<file path="config.mk">
export PLATFORM = sky130hd
export DESIGN_NAME = seven_segment_capture_decoder
export DESIGN_NICKNAME = d
export VERILOG_FILES = /design/src/rtl/seven_segment_capture_decoder.sv
export SDC_FILE = /design/constraint.sdc
export NUM_CORES = 1
export LEC_CHECK = 0
export CAP_MARGIN = 20
export CORE_ASPECT_RATIO = 0.7
export CORE_UTILIZATION = 60
export CTS_CLUSTER_DIAMETER = 80
export DETAILED_ROUTE_END_ITERATION = 8
export PLACE_DENSITY = 0.83
export SLEW_MARGIN = 10
export SYNTH_ARGS = -nofsm -noshare
export SYNTH_HDL_FRONTEND = slang
export SYNTH_SLANG_ARGS = --single-unit
</file>
<file path="constraint.sdc">
create_clock -name clk -period 7 [get_ports clk]
set_clock_uncertainty 0.1 [all_clocks]
set_input_delay 1.75 -clock clk [delete_from_list [all_inputs] [get_ports clk]]
set_output_delay 1.75 -clock clk [all_outputs]
set_load 0.005 [all_outputs]
</file>
<file path="src/rtl/seven_segment_capture_decoder.sv">
// Receive side of a two-digit multiplexed seven-segment bus. Each digit is debounced and
// decoded back to BCD, then the two digits are rebuilt into one value with error and timeout flags.
module seven_segment_capture_decoder #(
    parameter int STABLE_CYCLES  = 4,
    parameter int TIMEOUT_CYCLES = 1024
) (
    input  logic       clk,
    input  logic       rst,
    input  logic [6:0] seg_in,
    input  logic [1:0] an_in,
    output logic [3:0] units_out,
    output logic [3:0] tens_out,
    output logic [3:0] value_out,
    output logic       value_valid,
    output logic       err_pattern,
    output logic       err_range,
    output logic       stale,
    output logic [1:0] frame_state
);
    localparam int CW = $clog2(STABLE_CYCLES + 1);
    localparam int TW = $clog2(TIMEOUT_CYCLES + 1);

    typedef enum logic [1:0] {
        WAIT   = 2'd0,
        HALF_U = 2'd1,
        HALF_T = 2'd2,
        DONE   = 2'd3
    } state_t;

    state_t        state;
    logic [1:0]    an_q, an_p;
    logic [6:0]    seg_q, seg_p;
    logic [CW-1:0] cnt, cnt_nxt;
    logic [TW-1:0] tcnt;
    logic          pend_valid, pend_units;
    logic [3:0]    pend_digit;

    logic          sample_ok, same_sample, capture;
    logic          cap_legal, cap_is_units;
    logic [3:0]    cap_digit;
    logic          ev_valid, ev_units;
    logic [3:0]    ev_digit;
    logic [4:0]    sum5;

    // Returns {legal, digit}; digit is 0 for an illegal pattern.
    function automatic logic [4:0] decode(input logic [6:0] s);
        case (s)
            7'h01:   decode = {1'b1, 4'd0};
            7'h4F:   decode = {1'b1, 4'd1};
            7'h12:   decode = {1'b1, 4'd2};
            7'h06:   decode = {1'b1, 4'd3};
            7'h4C:   decode = {1'b1, 4'd4};
            7'h24:   decode = {1'b1, 4'd5};
            7'h20:   decode = {1'b1, 4'd6};
            7'h0F:   decode = {1'b1, 4'd7};
            7'h00:   decode = {1'b1, 4'd8};
            7'h04:   decode = {1'b1, 4'd9};
            default: decode = 5'd0;
        endcase
    endfunction

    always_comb begin
        sample_ok   = (an_q == 2'b10) || (an_q == 2'b01);
        same_sample = ({an_q, seg_q} == {an_p, seg_p});
        cnt_nxt     = '0;
        if (sample_ok) begin
            if (!same_sample)
                cnt_nxt = CW'(1);
            else if (cnt == CW'(STABLE_CYCLES))
                cnt_nxt = cnt;
            else
                cnt_nxt = cnt + CW'(1);
        end
        // A saturated dwell must not fire again; a fresh dwell may.
        capture = sample_ok && (cnt_nxt == CW'(STABLE_CYCLES)) &&
                  (!same_sample || (cnt != CW'(STABLE_CYCLES)));
        {cap_legal, cap_digit} = decode(seg_q);
        cap_is_units = (an_q == 2'b10);

        // A capture held over from the DONE cycle takes priority in WAIT.
        ev_valid = 1'b0;
        ev_units = 1'b0;
        ev_digit = '0;
        if (state == WAIT && pend_valid) begin
            ev_valid = 1'b1;
            ev_units = pend_units;
            ev_digit = pend_digit;
        end else if (state != DONE && capture && cap_legal) begin
            ev_valid = 1'b1;
            ev_units = cap_is_units;
            ev_digit = cap_digit;
        end

        sum5 = ({1'b0, tens_out} * 5'd10) + {1'b0, units_out};
    end

    always_ff @(posedge clk) begin
        if (rst) begin
            an_q        <= '0;
            seg_q       <= '0;
            an_p        <= '0;
            seg_p       <= '0;
            cnt         <= '0;
            state       <= WAIT;
            pend_valid  <= 1'b0;
            pend_units  <= 1'b0;
            pend_digit  <= '0;
            units_out   <= '0;
            tens_out    <= '0;
            value_out   <= '0;
            value_valid <= 1'b0;
            err_pattern <= 1'b0;
            err_range   <= 1'b0;
            tcnt        <= '0;
            stale       <= 1'b0;
        end else begin
            an_q  <= an_in;
            seg_q <= seg_in;
            an_p  <= an_q;
            seg_p <= seg_q;
            cnt   <= cnt_nxt;

            value_valid <= 1'b0;
            err_range   <= 1'b0;
            err_pattern <= capture && !cap_legal;

            if (ev_valid) begin
                if (ev_units)
                    units_out <= ev_digit;
                else
                    tens_out <= ev_digit;
            end

            pend_valid <= 1'b0;
            if (state == DONE && capture && cap_legal) begin
                pend_valid <= 1'b1;
                pend_units <= cap_is_units;
                pend_digit <= cap_digit;
            end

            case (state)
                WAIT:   if (ev_valid) state <= ev_units ? HALF_U : HALF_T;
                HALF_U: if (ev_valid && !ev_units) state <= DONE;
                HALF_T: if (ev_valid && ev_units) state <= DONE;
                DONE: begin
                    state <= WAIT;
                    if (tens_out <= 4'd1 && sum5 <= 5'd15) begin
                        value_valid <= 1'b1;
                        value_out   <= sum5[3:0];
                    end else begin
                        err_range <= 1'b1;
                    end
                end
            endcase

            // Every frame pulse is issued from DONE, so DONE restarts the timeout.
            if (state == DONE) begin
                tcnt  <= '0;
                stale <= 1'b0;
            end else if (tcnt != TW'(TIMEOUT_CYCLES)) begin
                tcnt <= tcnt + TW'(1);
                if (tcnt == TW'(TIMEOUT_CYCLES - 1))
                    stale <= 1'b1;
            end
        end
    end

    assign frame_state = state;

endmodule

</file>
==> results of run 1 <==
[critical path, stage by stage]
cell and delay (ps):
clkdlybuf4s50_1 390, buf_4 250, inv_1 250, o221ai_1 170, or4_1 430, o31ai_1 100
[routing by layer]
metal	GRT usage, %	part of all wire (%)	wire length [um]
met2	35.12	42	2101
met3	4.724	4.7	235
met5	0	0	0
met4	6.122	1.1	55
met1	34.59	52	2617
[layout make-up]
type	instances	area, um^2
multi-input combinational	206	1429
sequential	56	1121
fill	310	1045
timing repair buffer	29	287.8
clock buffer	6	82.58
tap	52	65.06
inverter	13	48.80
clock inverter	2	10.01
[synth_stat cells, drive strengths merged (3+ instances only)]
cell type	count
nand2	18
nor2	34
nor2b	23
inv	13
and3	6
xor2	18
nand4	5
nor4	3
clkbuf	7
nand3	6
nor3	4
nand2b	3
xnor2	3
mux2i	8
o21ai	6
mux2	5
nand3b	3
ha	14
buf	5
a21oi	11
dfxtp	56
[sequential cells by signal, summed over array words and instances (netlist names)]
signal	count
seg_q	7
pend_units	1
pend_valid	1
an_q	2
err_range	1
frame_state	2
value_valid	1
units_out	4
stale	1
tens_out	4
seg_p	7
value_out	4
tcnt	11
cnt	3
pend_digit	4
an_p	2
err_pattern	1
[report_power, final]
group,internal [mW],switching (mW),leakage (nW)
clock,0.0792,0.100,0.0510
sequential,0.326,0.00931,0.456
combinational,0.0276,0.0297,0.825
[final timing paths]
check                 from              to  slack [ps]  cells past startpoint
max                    rst  frame_state[0]        3760                      6
min          pend_digit[2]   pend_digit[2]         370                      2
max reg2reg         cnt[0]  frame_state[0]        4290                      8
min reg2reg  pend_digit[2]   pend_digit[2]         370                      2
[cell families (layout without fill, tap and decap cells)]
kind of cell    Yosys count  after routing  synth area share, %
compound gates           39             39                10.84
buf+inv                  25             50                3.958
flops                    56             56                42.22
simple gates            118            118                23.56
xor+xnor                 21             21                6.928
fa+ha+maj                15             15                7.352
mux                      13             13                5.137
==> impl_metrics.ini, run 1 <==
[place]
place_inst = 356
pre_cts_slack_ps = 3503
placed_area_um2 = 2952
place_congestion = 0.8254
hpwl_mm = 3.681
io_buffer_count = 28

[synthesis]
ys_ff_latch = 56
yosysSeqAreaShare_pct = 42.22
synth_edf_count = 0
yosysTopAreaCellShare_pct = 42.22
yosysWarnings = 0
syn-cell-area_um2 = 2655
syn-num-nets = 313
yosys-top-cells-area = dfxtp_1 (42%), ha_1 (6.6%), xor2_1 (5.9%)
yosys.area.top_type = dfxtp_1
postSynth.asyncResetShare_pct = 0
avgSynthCellArea_um2 = 9.251
synth_flop_cell = dfxtp_1
postSynthCellCount = 287
ys_types = 57

[drt]
drc_errors = 0
wl_mm = 5.010
drtIter0Drc = 132
avgViaCountPerCell = 5.489
vias = 1998
first_pass_iters = 4
avgRoutedWirePerCell_um = 13.76
ant_nets = 0

[finish]
design_area_um2 = 3044
antenna_cells = 0
fin_nets = 337
layout_common_cells = dfxtp_1 (56), nor2_1 (34), clkdlybuf4s50_1 (28)
final_util_pct = 74.45
syn_to_final_growth_pct = 14.66
mostFrequentLayoutCell = dfxtp_1
layout-drive-gt1-share_pct = 5.128
final_cells = 364

[sta]
layout_setup_ws_ps = 3757
fin_tns_setup_ps = 0
whs_ps = 366.5
rsz0062_at_grt = false
fin_crit_ps = 3243
hold_viol = 0
fmax_mhz = 308.4
setup_viol = 0
slew_headroom_pct = 65.54
slew_viol_final = 0
min_period_over_period_pct = 46.32
worst_pin_slew_ps = 512.2

[floorplan]
dieArea_um2 = 4699
die_h_um = 57.66
rows = 19
ioPinCount = 29
die_w_um = 81.51
placeableCoreArea_um2 = 4089
initial_utilization_pct = 64.93

[cts]
clk_path_buf_depth = 2
cts_tree = built
clk-insertion-delay-late_ps = 310
postCtsSetupRepairBufs = 0
cts_resized = 0
clk_pin_slew_ps = 90
clockRootBuffer = clkbuf_8
cts_sinks = 56
cts_buffers = 5
htree_levels = 2
cts_hold_buf = 0

[worst_setup_path]
critical_path_class = primary input to register
arrival_ps = 3350
crit_fanout = 40
startpoint_type = primary input
end_kind = register
worstPathRequired_ps = 7110

[global_route]
grt_pass1_wl_mm = 8.411
antenna_found_initial = 0
grt_max_degree = 41
grt_pass1_vias = 1833
grt_util_all_layers_pct = 23.52
overflow = 0

[min_path]
hold_path_class = register to register

[pwr]
finalPower_mw = 0.5725
irDropWorstVdd_v = 0.0001392
powerDensity_nw_per_um2 = 188.1
cellLeakagePower_nw = 1.332

[run_status]
status = complete, no violations

[flow_run]
maxCapViolCount = 0
No activity file was read; power rests on OpenSTA's default activity.
==> run 2, diff against run 1 <==
Settings changed: CORE_UTILIZATION 60 to 56, PLACE_DENSITY 0.83 to 0.78.
Clock period 7 ns to 3 ns, I/O delays scaled along.
==> impl_metrics.ini, run 2 (same netlist as run 1, synthesis figures left out) <==
[worst_setup_path]
worst_path_max_delay_cell = or4_1
cp_num_buf_inv = 1
crit_fanout = 6
path_delay_family = simple AND/OR/NAND/NOR gates
arrival_ps = 2760
end_kind = register
crit_path_cell_trace = inv_1, ha_1, or3b_1, a211oi_1, and4_1, a21oi_2, or4_1, o31ai_1
max_stage_delay_ps = 530
worstPathRequired_ps = 3110
startpoint_type = register
critical_path_class = register to register

[finish]
layout-drive-gt1-share_pct = 4.823
regArea_um2 = 1121
syn_to_final_growth_pct = 14.75
multiInputGateArea_um2 = 1429
regMostFlops = tcnt
largest_reg_flops = 11
layout_common_cells = dfxtp_1 (56), nor2_1 (34), clkdlybuf4s50_1 (28)
final_util_pct = 68.40
fin_nets = 337
nFillCells = 369
antenna_cells = 0
mostFrequentLayoutCell = dfxtp_1
reg_top3 = tcnt x11, seg_p x7, seg_q x7

[sta]
setup_viol = 0
worst_pin_slew_ps = 576.1
fin_tns_setup_ps = 0
layout_setup_ws_ps = 349.0
slew_viol_final = 0
slew_headroom_pct = 61.24
fmax_mhz = 377.2
min_period_over_period_pct = 88.37
whs_ps = 363.5
fin_crit_ps = 2651
rsz0062_at_grt = false
hold_viol = 0

[cts]
cts_sinks = 56
clk_pin_slew_ps = 90
postCtsSetupRepairBufs = 0
cts_resized = 0
cts_tree = built
cts_hold_buf = 0
htree_levels = 2
clockRootBuffer = clkbuf_8
clk_path_buf_depth = 2
cts_buffers = 5
clk-insertion-delay-late_ps = 300

[drt]
wl_mm = 4.941
drtIter0Drc = 150
drc_errors = 3
avgViaCountPerCell = 5.486
avgRoutedWirePerCell_um = 13.50
ant_nets = 0
first_pass_iters = 6
vias = 2008

[pwr]
p_int_mw = 1.010
p_switching_mw = 0.3193
swShare_pct = 24.01
cellLeakagePower_nw = 1.328
seq_power_share_pct = 59.0
irDropWorstVdd_v = 0.0002397
pwr-share-clk_pct = 31.0
power_frac_comb_pct = 10.1
powerDensity_nw_per_um2 = 436.4

[global_route]
antenna_found_initial = 0
overflow = 0
grt_max_degree = 38
grt_pass1_vias = 1803
grt_util_all_layers_pct = 21.22
grt_pass1_wl_mm = 8.293

[place]
io_buffer_count = 28
hpwl_mm = 3.582
pre_cts_slack_ps = 368.4
place_congestion = 0.8184

[floorplan]
placeableCoreArea_um2 = 4454
initial_utilization_pct = 59.61
rows = 20
dieArea_um2 = 5025
ioPinCount = 29
die_w_um = 84.30
die_h_um = 59.61

[run_status]
status = complete, but fails checks
violations = DRC

[flow_run]
maxCapViolCount = 0

[min_path]
hold_path_class = register to register
## run 2: layout make-up
type	count	share of cell area, %
Clock buffer	6	2.710
Clock inverter	1	0.2875
Inverter	13	1.602
Multi-Input combinational cell	206	46.90
Sequential cell	56	36.80
Tap cell	55	2.259
Timing Repair Buffer	29	9.446
## run 2: per-layer routing
| metal | up-vias | wire length [um] | share of wire (%) | track usage, % |
|---|---|---|---|---|
| met5 | - | 0 | 0 | 0 |
| met4 | 0 | 37 | 0.75 | 6.404 |
| met3 | 5 | 245 | 5.0 | 4.318 |
| met2 | 41 | 1964 | 40 | 31.50 |
| met1 | 932 | 2694 | 55 | 31.12 |
| li1 | 1030 | - | - | - |
## run 2: stage by stage
step | cell area [um^2] | power (mW) | instances
final | 3047 | 1.330 | 366
after global routing | 3047 | 1.392 | 366
after CTS | 3047 | 1.341 | 366
after detailed placement | 2955 | 0.9321 | 359
after global placement | 2955 | 0.9303 | 359
after floorplan | 2655 | 0.8902 | 287
## run 2: final timing paths
path                 start             end  slack, ps  cells past startpoint
max                 cnt[0]  frame_state[0]        350                      8
min          pend_digit[2]   pend_digit[2]        360                      2
max reg2reg         cnt[0]  frame_state[0]        350                      8
min reg2reg  pend_digit[2]   pend_digit[2]        360                      2
## run 2: power groups by stage
stage	Clock, mW	Sequential, mW	Combinational, mW
final	0.412	0.784	0.134
after CTS	0.425	0.784	0.133
after global placement	0	0.801	0.130
after detailed placement	0	0.801	0.131
after global routing	0.454	0.788	0.150
after floorplan	0	0.792	0.0979
## run 2: worst min-delay path: cells and delay by family (launching register included)
family | cells | cell delay [ps]
AOI/OAI and AO/OA | 1 | 50
DFF | 1 | 320
and+or+nand+nor | 1 | 50
==> run 3, diff against run 2 <==
Settings changed: ABC_AREA set to 1, CORE_UTILIZATION 56 to 61, PLACE_DENSITY 0.78 to 0.84.
Clock period 3 ns to 3.1 ns, I/O delays scaled along.
==> impl_metrics.ini, run 3 <==
[run_status]
status = complete, no violations

[synthesis]
syn-cell-area_um2 = 2789
syn-num-nets = 389
yosys.area.top_type = dfxtp_1
synth_edf_count = 0
ys_ff_latch = 56
yosysSeqAreaShare_pct = 40.20
synth_flop_cell = dfxtp_1
ys_types = 40
postSynthCellCount = 363
yosysWarnings = 0
synthTopCellsByCount = dfxtp_1 (56), inv_1 (56), nor2_1 (53)
avgSynthCellArea_um2 = 7.683
yosys-top-cells-area = dfxtp_1 (40%), inv_1 (7.5%), nor2_1 (7.1%)
yosysTopAreaCellShare_pct = 40.20
postSynth.asyncResetShare_pct = 0

[flow_run]
maxCapViolCount = 0

[worst_setup_path]
startpoint_type = register
worstPathRequired_ps = 3210
crit_path_cell_trace = ha_1, ha_1, a21oi_1, o21ai_0, a21oi_1, inv_1, nor2_1, inv_1, nor2_1, nor2_1
crit_fanout = 7
critical_path_class = register to register
rrSetupSlack_ps = 720
end_kind = register
startpoint = tens_out[0]
crit_path_frequent_cell = nor2_1
reg2reg_from = tens_out[0]
reg2reg_depth = 10
worstSetupEndpoint = value_out[1]
worst_path_max_delay_cell = dfxtp_1
arrival_ps = 2490
max_stage_delay_ps = 350
reg2reg_to = value_out[1]

[sta]
slew_viol_final = 0
fin_tns_setup_ps = 0
fin_crit_ps = 2380
worst_pin_slew_ps = 851.4
slew_headroom_pct = 42.72
min_period_over_period_pct = 76.78
whs_ps = 370.2
layout_setup_ws_ps = 719.8
rsz0062_at_grt = false
fmax_mhz = 420.1
hold_viol = 0
setup_viol = 0

[cts]
clk_path_buf_depth = 2
cts_tree = built
clockRootBuffer = clkbuf_8
cts_hold_buf = 0
cts_sinks = 56
postCtsSetupRepairBufs = 0
cts_resized = 0
clk_pin_slew_ps = 100
htree_levels = 2
cts_buffers = 5
clk-insertion-delay-late_ps = 310

[floorplan]
rows = 20
placeableCoreArea_um2 = 4354
dieArea_um2 = 4850
initial_utilization_pct = 64.05
die_w_um = 82.82
ioPinCount = 29
die_h_um = 58.57

[finish]
largest_reg_flops = 11
syn_to_final_growth_pct = 14.63
nFillCells = 329
layout_common_cells = inv_1 (56), dfxtp_1 (56), nor2_1 (53)
fin_nets = 419
final_util_pct = 73.42
final_cells = 449
reg_top3 = tcnt x11, seg_p x7, seg_q x7
antenna_cells = 0
layout-drive-gt1-share_pct = 11.68
regMostFlops = tcnt

[place]
io_buffer_count = 28
place_inst = 441
hpwl_mm = 3.953
place_congestion = 0.8955
pre_cts_slack_ps = 667.5

[drt]
drc_errors = 0
wl_mm = 5.297
vias = 2357
ant_nets = 0
top_layer = met4
drt-met1-wl_mm = 2.680
met3WireLength_um = 318
drtIter0Drc = 232
avgRoutedWirePerCell_um = 11.80
avgViaCountPerCell = 5.249
wl_met2_mm = 2.237
first_pass_iters = 5

[global_route]
grt_pass1_wl_mm = 9.287
grt_util_all_layers_pct = 23.68
antenna_found_initial = 0
grt_max_degree = 22
grt_pass1_vias = 2115
overflow = 0

[pwr]
cellLeakagePower_nw = 1.382
irDropWorstVdd_v = 0.0003250
powerDensity_nw_per_um2 = 456.3

[min_path]
hold_path_class = register to register
[run 3: cell count changes in the layout (fill, tap and decap cells not counted), sizes merged, moves of 14 or more]
cell   change
inv       +47
nand2     +34
nor2      +33
nor2b     -23
o21ai     +22
xor2      -17
nand3     +14
[run 3: through the flow]
stage	instance area, um^2	total power, mW
after floorplan	2789	0.9877
after global placement	3104	1.058
after detailed placement	3104	1.067
after CTS	3197	1.471
after global routing	3197	1.543
final	3197	1.459
[run 3: layer usage]
metal	vias up	track usage, %
li1	1212	-
met1	1053	32.81
met2	81	37.82
met3	11	5.049
met4	0	6.897
met5	-	0
[run 3: logic make-up (layout without fill, tap and decap cells)]
kind of cell / after synthesis / after routing / share of synthesized area (%)
AO/OA/AOI/OAI: 58 / 58 / 11.53
AND/OR/NAND/NOR: 160 / 160 / 29.12
flip-flops: 56 / 56 / 40.20
adder cells (fa/ha/maj): 15 / 15 / 6.999
buffers and inverters: 67 / 98 / 9.690
XOR/XNOR: 7 / 7 / 2.468
[run 3: worst min path at each step]
stage                  startpoint  cells after the start  slack, ps             to
finish              pend_digit[3]                      2        370  pend_digit[3]
global route              an_q[1]                      2        390        an_p[1]
CTS                 pend_digit[3]                      2        370  pend_digit[3]
detailed placement  pend_digit[3]                      2        360  pend_digit[3]
global placement    pend_digit[3]                      2        350  pend_digit[3]
floorplan           pend_digit[3]                      2        330  pend_digit[3]
[run 3: critical path: cells and delay by family (launching register included)]
family                   cells  cell delay, ps
adder cells (fa/ha/maj)      2             620
buffers and inverters        2             240
AO/OA/AOI/OAI                3             470
AND/OR/NAND/NOR              3             500
flip-flops                   1             350
[run 3: final cells by class]
| class | instances | area [um^2] | share of cell area (%) |
|---|---|---|---|
| Timing Repair Buffer | 29 | 287.8 | 9.002 |
| Sequential cell | 56 | 1121 | 35.07 |
| Clock buffer | 6 | 82.58 | 2.583 |
| Clock inverter | 2 | 10.01 | 0.3131 |
| Inverter | 61 | 229.0 | 7.162 |
| Tap cell | 55 | 68.82 | 2.153 |
| Multi-Input combinational cell | 240 | 1398 | 43.72 |
[run 3: report_power, final]
part / switching (mW) / internal, mW / total, mW
clock: 0.228 / 0.179 / 0.406
sequential: 0.0272 / 0.751 / 0.779
combinational: 0.160 / 0.114 / 0.274
total: 0.414 / 1.04 / 1.46
